[src/rtl/led_pattern_sequencer.sv]
// LED pattern sequencer: steps a BLINK/CHASE/BOUNCE/COUNT pattern once per
// rising edge of a slow tick_src, with enable/pause control and a small FSM.
`timescale 1ns/1ps
module led_pattern_sequencer #(
    parameter int unsigned LED_COUNT   = 8,
    parameter int unsigned SYNC_STAGES = 2
) (
    input  logic                 clk_in,
    input  logic                 rst,
    input  logic                 tick_src,
    input  logic                 enable,
    input  logic                 pause,
    input  logic [1:0]           mode,
    output logic [LED_COUNT-1:0] led,
    output logic                 step_pulse,
    output logic [1:0]           state
);

    typedef enum logic [1:0] {
        IDLE = 2'b00,
        RUN  = 2'b01,
        HOLD = 2'b10
    } state_t;

    typedef enum logic [1:0] {
        BLINK  = 2'b00,
        CHASE  = 2'b01,
        BOUNCE = 2'b10,
        COUNT  = 2'b11
    } mode_t;

    localparam logic [LED_COUNT-1:0] LED_ONE = {{(LED_COUNT-1){1'b0}}, 1'b1};

    logic [SYNC_STAGES-1:0] sync_q, sync_d;
    logic                   dly_q, dly_d;
    logic                   step_req;

    state_t                 state_q, state_d;
    mode_t                  mode_q, mode_d;
    logic [LED_COUNT-1:0]   led_q, led_d;
    logic                   dir_up_q, dir_up_d;
    logic                   step_pulse_q, step_pulse_d;

    function automatic logic [LED_COUNT-1:0] init_pattern(input mode_t m);
        logic [LED_COUNT-1:0] p;
        case (m)
            CHASE, BOUNCE: p = LED_ONE;
            default:       p = '0;
        endcase
        return p;
    endfunction

    // Synchronizer and edge detector run regardless of FSM state.
    always_comb begin
        sync_d   = {sync_q[SYNC_STAGES-2:0], tick_src};
        dly_d    = sync_q[SYNC_STAGES-1];
        step_req = sync_q[SYNC_STAGES-1] & ~dly_q;
    end

    always_comb begin
        mode_d       = mode_t'(mode);
        state_d      = state_q;
        led_d        = led_q;
        dir_up_d     = dir_up_q;
        step_pulse_d = 1'b0;

        if (!enable) begin
            state_d  = IDLE;
            led_d    = '0;
            dir_up_d = 1'b1;
        end else if (state_q == IDLE || mode_d != mode_q) begin
            // Entering from IDLE and a mode change both restart the pattern;
            // any step request in this cycle is dropped.
            led_d    = init_pattern(mode_d);
            dir_up_d = 1'b1;
            state_d  = pause ? HOLD : RUN;
        end else if (pause) begin
            state_d = HOLD;
        end else begin
            state_d = RUN;
            if (step_req) begin
                step_pulse_d = 1'b1;
                case (mode_q)
                    BLINK: led_d = ~led_q;
                    CHASE: led_d = {led_q[LED_COUNT-2:0], led_q[LED_COUNT-1]};
                    BOUNCE: begin
                        if (dir_up_q) begin
                            led_d = led_q << 1;
                            if (led_d[LED_COUNT-1]) dir_up_d = 1'b0;
                        end else begin
                            led_d = led_q >> 1;
                            if (led_d[0]) dir_up_d = 1'b1;
                        end
                    end
                    COUNT:   led_d = led_q + LED_ONE;
                    default: led_d = led_q;
                endcase
            end
        end
    end

    always_ff @(posedge clk_in or posedge rst) begin
        if (rst) begin
            sync_q       <= '0;
            dly_q        <= 1'b0;
            state_q      <= IDLE;
            mode_q       <= BLINK;
            led_q        <= '0;
            dir_up_q     <= 1'b1;
            step_pulse_q <= 1'b0;
        end else begin
            sync_q       <= sync_d;
            dly_q        <= dly_d;
            state_q      <= state_d;
            mode_q       <= mode_d;
            led_q        <= led_d;
            dir_up_q     <= dir_up_d;
            step_pulse_q <= step_pulse_d;
        end
    end

    assign led        = led_q;
    assign step_pulse = step_pulse_q;
    assign state      = state_q;

endmodule

[config.mk]
export PLATFORM = sky130hd
export DESIGN_NAME = led_pattern_sequencer
export DESIGN_NICKNAME = d
export VERILOG_FILES = /design/src/rtl/led_pattern_sequencer.sv
export SDC_FILE = /design/constraint.sdc
export NUM_CORES = 1
export LEC_CHECK = 0
export ABC_AREA = 1
export CAP_MARGIN = 30
export CORE_UTILIZATION = 45
export CTS_CLUSTER_DIAMETER = 150
export DETAILED_ROUTE_END_ITERATION = 8
export PLACE_DENSITY = 0.68
export SLEW_MARGIN = 20
export SYNTH_ARGS = -nofsm -noshare
export SYNTH_HDL_FRONTEND = slang
export SYNTH_SLANG_ARGS = --single-unit
[constraint.sdc]
create_clock -name clk_in -period 1.45 [get_ports clk_in]
set_input_delay 0.2175 -clock clk_in [delete_from_list [all_inputs] [get_ports clk_in]]
set_output_delay 0.2175 -clock clk_in [all_outputs]
set_load 0.005 [all_outputs]
==> results.ini <==
[sta]
timing.fmax_mhz = 713.9
timing_worst_slew_pin_value_ns = 0.2989
fin_skew_ns = 0.005866
fin_crit_sh_pct = 96.61
hold_viol = 0
finalCriticalPeriod_ns = 1.401
totalNegativeSetupSlack_ns = 0
finalHoldWorstSlack_ns = 0.2264
rsz0062_at_grt = yes
timing.slew.headroom_pct = 79.87
layout_setup_ws_ns = 0.04918
setup_viol = 0
maxSlewViolCount = 0

[synth]
synth.yosys.seq_area_share_pct = 37.56
cells_after_synth = 179
synth-warning-count = 0
yosys.cell_types.count = 21
post_synth_instance_area_sq_um = 1136
synth-seq-cells = 17
synth.avg_cell_area_sq_um = 6.347
syn_nets = 187

[run_status]
status = finished, final reports clean

[detailed_routing]
detailed_route_wire_length_per_cell_microns = 13.50
final_antenna_net_count = 0
remaining_drc_errors = 0
aggregate_routed_wire_length_mm = 3.374
avgViaCountPerCell = 5.196
drt_pass1_iterations = 4
overall_via_count_from_detail_route = 1299
drt_first_iter_violations = 42

[critical_path]
worst_setup_path_start_kind = flip-flop
critical_path.reg2reg.startpoint = mode_q[1]
cp_slowest_stage_delay_ns = 0.46
cp-endpoint = led[0]
worstReg2RegEnd = led[0]
crit_type = flip-flop to flip-flop
crit_slowest_cell = sky130_fd_sc_hd__dfrtp_2
worst-endpoint-required_ns = 1.63
timing.critical_path.arrival_ns = 1.58
critical_path_peak_fanout = 7
r2r_setup_slack_ns = 0.05
crit_path_cell_trace = buf_4 -> nand2_1 -> inv_1 -> o21ai_0 -> nand3_1 -> nand3_1 -> nand2_1
worstSetupEndpointType = flip-flop
worst-r2r-cell-count = 7
startpoint = mode_q[1]

[finish]
syn_to_final_growth_pct = 41.19
layout.filler_cells = 184
post_route_cells_drive_above_1_share_pct = 23.42
ff_latch_area_sq_um = 434.2
num-nets-final = 231
area_of_combinational_cells_with_multiple_inputs_sq_um = 650.6
insertedDiodeCount = 0

[clock_tree]
clock_path_buffers = 2
worstSkewPairLatency_ns = 0.29
path_clk_slew_ns = 0.10
hold_buffers = 0
cts_tree = done
clock-root-buffer = sky130_fd_sc_hd__clkbuf_4
cts_htree_levels = 1
cts-buffers-inserted = 3
clkSinkCount = 17

[global_routing]
number_of_antenna_violations_at_the_first_check_in_global_routing = 0
grt.overflow.total = 0
first_global_vias = 1164
grt_use_met1_pct = 38.45
global_route.usage.met3_pct = 4.058
gr-usage-all-layers_pct = 26.72
groute.layer.met2.usage_pct = 42.95
gr-max-usage-layer = met2
largest_net_degree_at_the_start_of_global_routing = 18
wire_length_of_the_first_global_routing_pass_mm = 5.264

[floorplanning]
die_area_sq_um = 2730
core-area_sq_um = 2297
initial_core_util_pct = 49.46
pin_count = 18
die-width_microns = 52.25
rows = 17
floorplan.die.height_microns = 52.25

[power_and_ir_drop]
static_leakage_nw = 0.8484
design_power_total_uw = 947.1
pwr_cell_area_nw_per_um2 = 590.4
peakVddDrop_mv = 0.7190
p_seq_share_pct = 52.9
switching_power_uw = 264.4
internal_power_uw = 682.7
pwr-share-comb_pct = 20.3
p_sw_share_pct = 27.92
p_clk_share_pct = 26.8

[placement]
gpl.final_weighted_congestion = 0.9394
hpwlAfterDp_mm = 2.279
post-place-ws_ns = -0.1690
placement.io_buffers = 17

[job]
drv.max_cap_violation_count = 0

[worst_hold_path]
hold_path.class = primary input to asynchronous set/reset pin

[layout by cell type (no fill, tap or decap)]
| cell type | count |
|---|---|
| sky130_fd_sc_hd__nor2_2 | 5 |
| sky130_fd_sc_hd__clkdlybuf4s50_1 | 13 |
| sky130_fd_sc_hd__clkbuf_4 | 3 |
| sky130_fd_sc_hd__nor2_1 | 18 |
| sky130_fd_sc_hd__nand3_2 | 1 |
| sky130_fd_sc_hd__o211ai_1 | 2 |
| sky130_fd_sc_hd__dlymetal6s2s_1 | 3 |
| sky130_fd_sc_hd__inv_1 | 19 |
| sky130_fd_sc_hd__nor3_2 | 1 |
| sky130_fd_sc_hd__nand3_1 | 19 |
| sky130_fd_sc_hd__nand2_1 | 66 |
| sky130_fd_sc_hd__dfrtp_1 | 10 |
| sky130_fd_sc_hd__nor2_4 | 2 |
| sky130_fd_sc_hd__nor3_1 | 1 |
| sky130_fd_sc_hd__dfrtp_2 | 6 |
| sky130_fd_sc_hd__o21ai_0 | 13 |
| sky130_fd_sc_hd__a21oi_1 | 3 |
| sky130_fd_sc_hd__nand4_1 | 1 |
| sky130_fd_sc_hd__xnor2_2 | 1 |
| sky130_fd_sc_hd__clkbuf_1 | 1 |
| sky130_fd_sc_hd__buf_6 | 1 |
| sky130_fd_sc_hd__inv_2 | 1 |
| sky130_fd_sc_hd__dlygate4sd2_1 | 1 |
| sky130_fd_sc_hd__ha_4 | 1 |
| sky130_fd_sc_hd__dfstp_2 | 1 |
| sky130_fd_sc_hd__nand2_2 | 3 |
| sky130_fd_sc_hd__buf_4 | 26 |
[final cells by class]
type	instances	area share, %
Clock buffer	4	1.638
Tap cell	28	2.184
Inverter	20	4.680
Sequential cell	17	27.07
Timing Repair Buffer	44	23.87
Multi-Input combinational cell	137	40.56
[worst min path at each step]
| stage | startpoint | end | slack, ns | cells after the start |
|---|---|---|---|---|
| after global routing | rst | led[6] | 0.25 | 3 |
| after detailed placement | sync_q[0] | sync_q[1] | 0.34 | 0 |
| after global placement | sync_q[0] | sync_q[1] | 0.35 | 0 |
| final | rst | led[6] | 0.23 | 3 |
| after floorplan | rst | dly_q | 0.14 | 1 |
| after CTS | rst | led[7] | 0.23 | 3 |
[kinds of logic after synthesis]
logic type,synth area share (%)
and+or+nand+nor,43.50
buffers and inverters,8.700
AOI/OAI and AO/OA,8.369
DFF,37.56
xor gates and xnor gates,0.7711
adders and majority gates,1.101
[metal layers]
layer  routed length [microns]  vias up
li1                          -      649
met1                      1461      575
met2                      1545       73
met3                       357        2
met4                         9        0
met5                         0        -
[through the flow]
stage | cell area, sq um | std cells | utilization [%]
3_3_place_gp | 1445 | 236 | 62.91
4_1_cts | 1535 | 248 | 66.83
5_1_grt | 1604 | 250 | 69.83
6_report | 1604 | 250 | 69.83
3_5_place_dp | 1445 | 236 | 62.91
2_1_floorplan | 1136 | 179 | -
[registers in the layout, summed over array words and instances, names as in the netlist]
name / cells
led: 8
mode_q: 2
state: 2
sync_q: 2
dir_up_q: 1
dly_q: 1
step_pulse: 1
[Yosys cell counts]
cell type,instances,area (sq um)
sky130_fd_sc_hd__nor3_2,1,10.01
sky130_fd_sc_hd__nor2_4,1,11.26
sky130_fd_sc_hd__nor3_1,1,5.000
sky130_fd_sc_hd__ha_1,1,12.51
sky130_fd_sc_hd__nor2_1,22,82.58
sky130_fd_sc_hd__o21ai_0,13,65.06
sky130_fd_sc_hd__buf_2,4,20.02
sky130_fd_sc_hd__nor2_2,2,12.51
sky130_fd_sc_hd__dfrtp_1,16,400.4
sky130_fd_sc_hd__a21oi_1,3,15.01
sky130_fd_sc_hd__inv_2,1,3.750
sky130_fd_sc_hd__nand2_1,68,255.2
sky130_fd_sc_hd__inv_1,19,71.32
sky130_fd_sc_hd__nand3_2,1,10.01
sky130_fd_sc_hd__clkbuf_1,1,3.750
sky130_fd_sc_hd__nand2_2,1,6.260
sky130_fd_sc_hd__nand4_1,1,6.260
sky130_fd_sc_hd__nand3_1,19,95.09
sky130_fd_sc_hd__xnor2_1,1,8.760
sky130_fd_sc_hd__o211ai_1,2,15.01
sky130_fd_sc_hd__dfstp_2,1,26.28
[power by group through the flow]
stage                     sequential [mW]  clock [mW]  combinational (mW)
after floorplan                     0.507           0              0.0827
after global placement              0.511           0               0.164
after detailed placement            0.512           0               0.165
after CTS                           0.500       0.260               0.172
after global routing                0.502       0.281               0.209
final                               0.501       0.254               0.192
[what timing repair did]
item / in CTS / in global routing
setup endpoints to repair: 8 / 11
pin swaps: 0 / 6
hold endpoints to repair: 0 / 0
buffers inserted: 8 / 2
gates resized for setup: 5 / 16
[worst max-delay path, delay by kind of cell, from the launching register on]
kind            cells  cell delay [ns]
compound gates      1             0.22
buf+inv             2             0.30
flops               1             0.46
simple gates        4             0.32
Note: power is estimated with default switching activity, not from simulation.
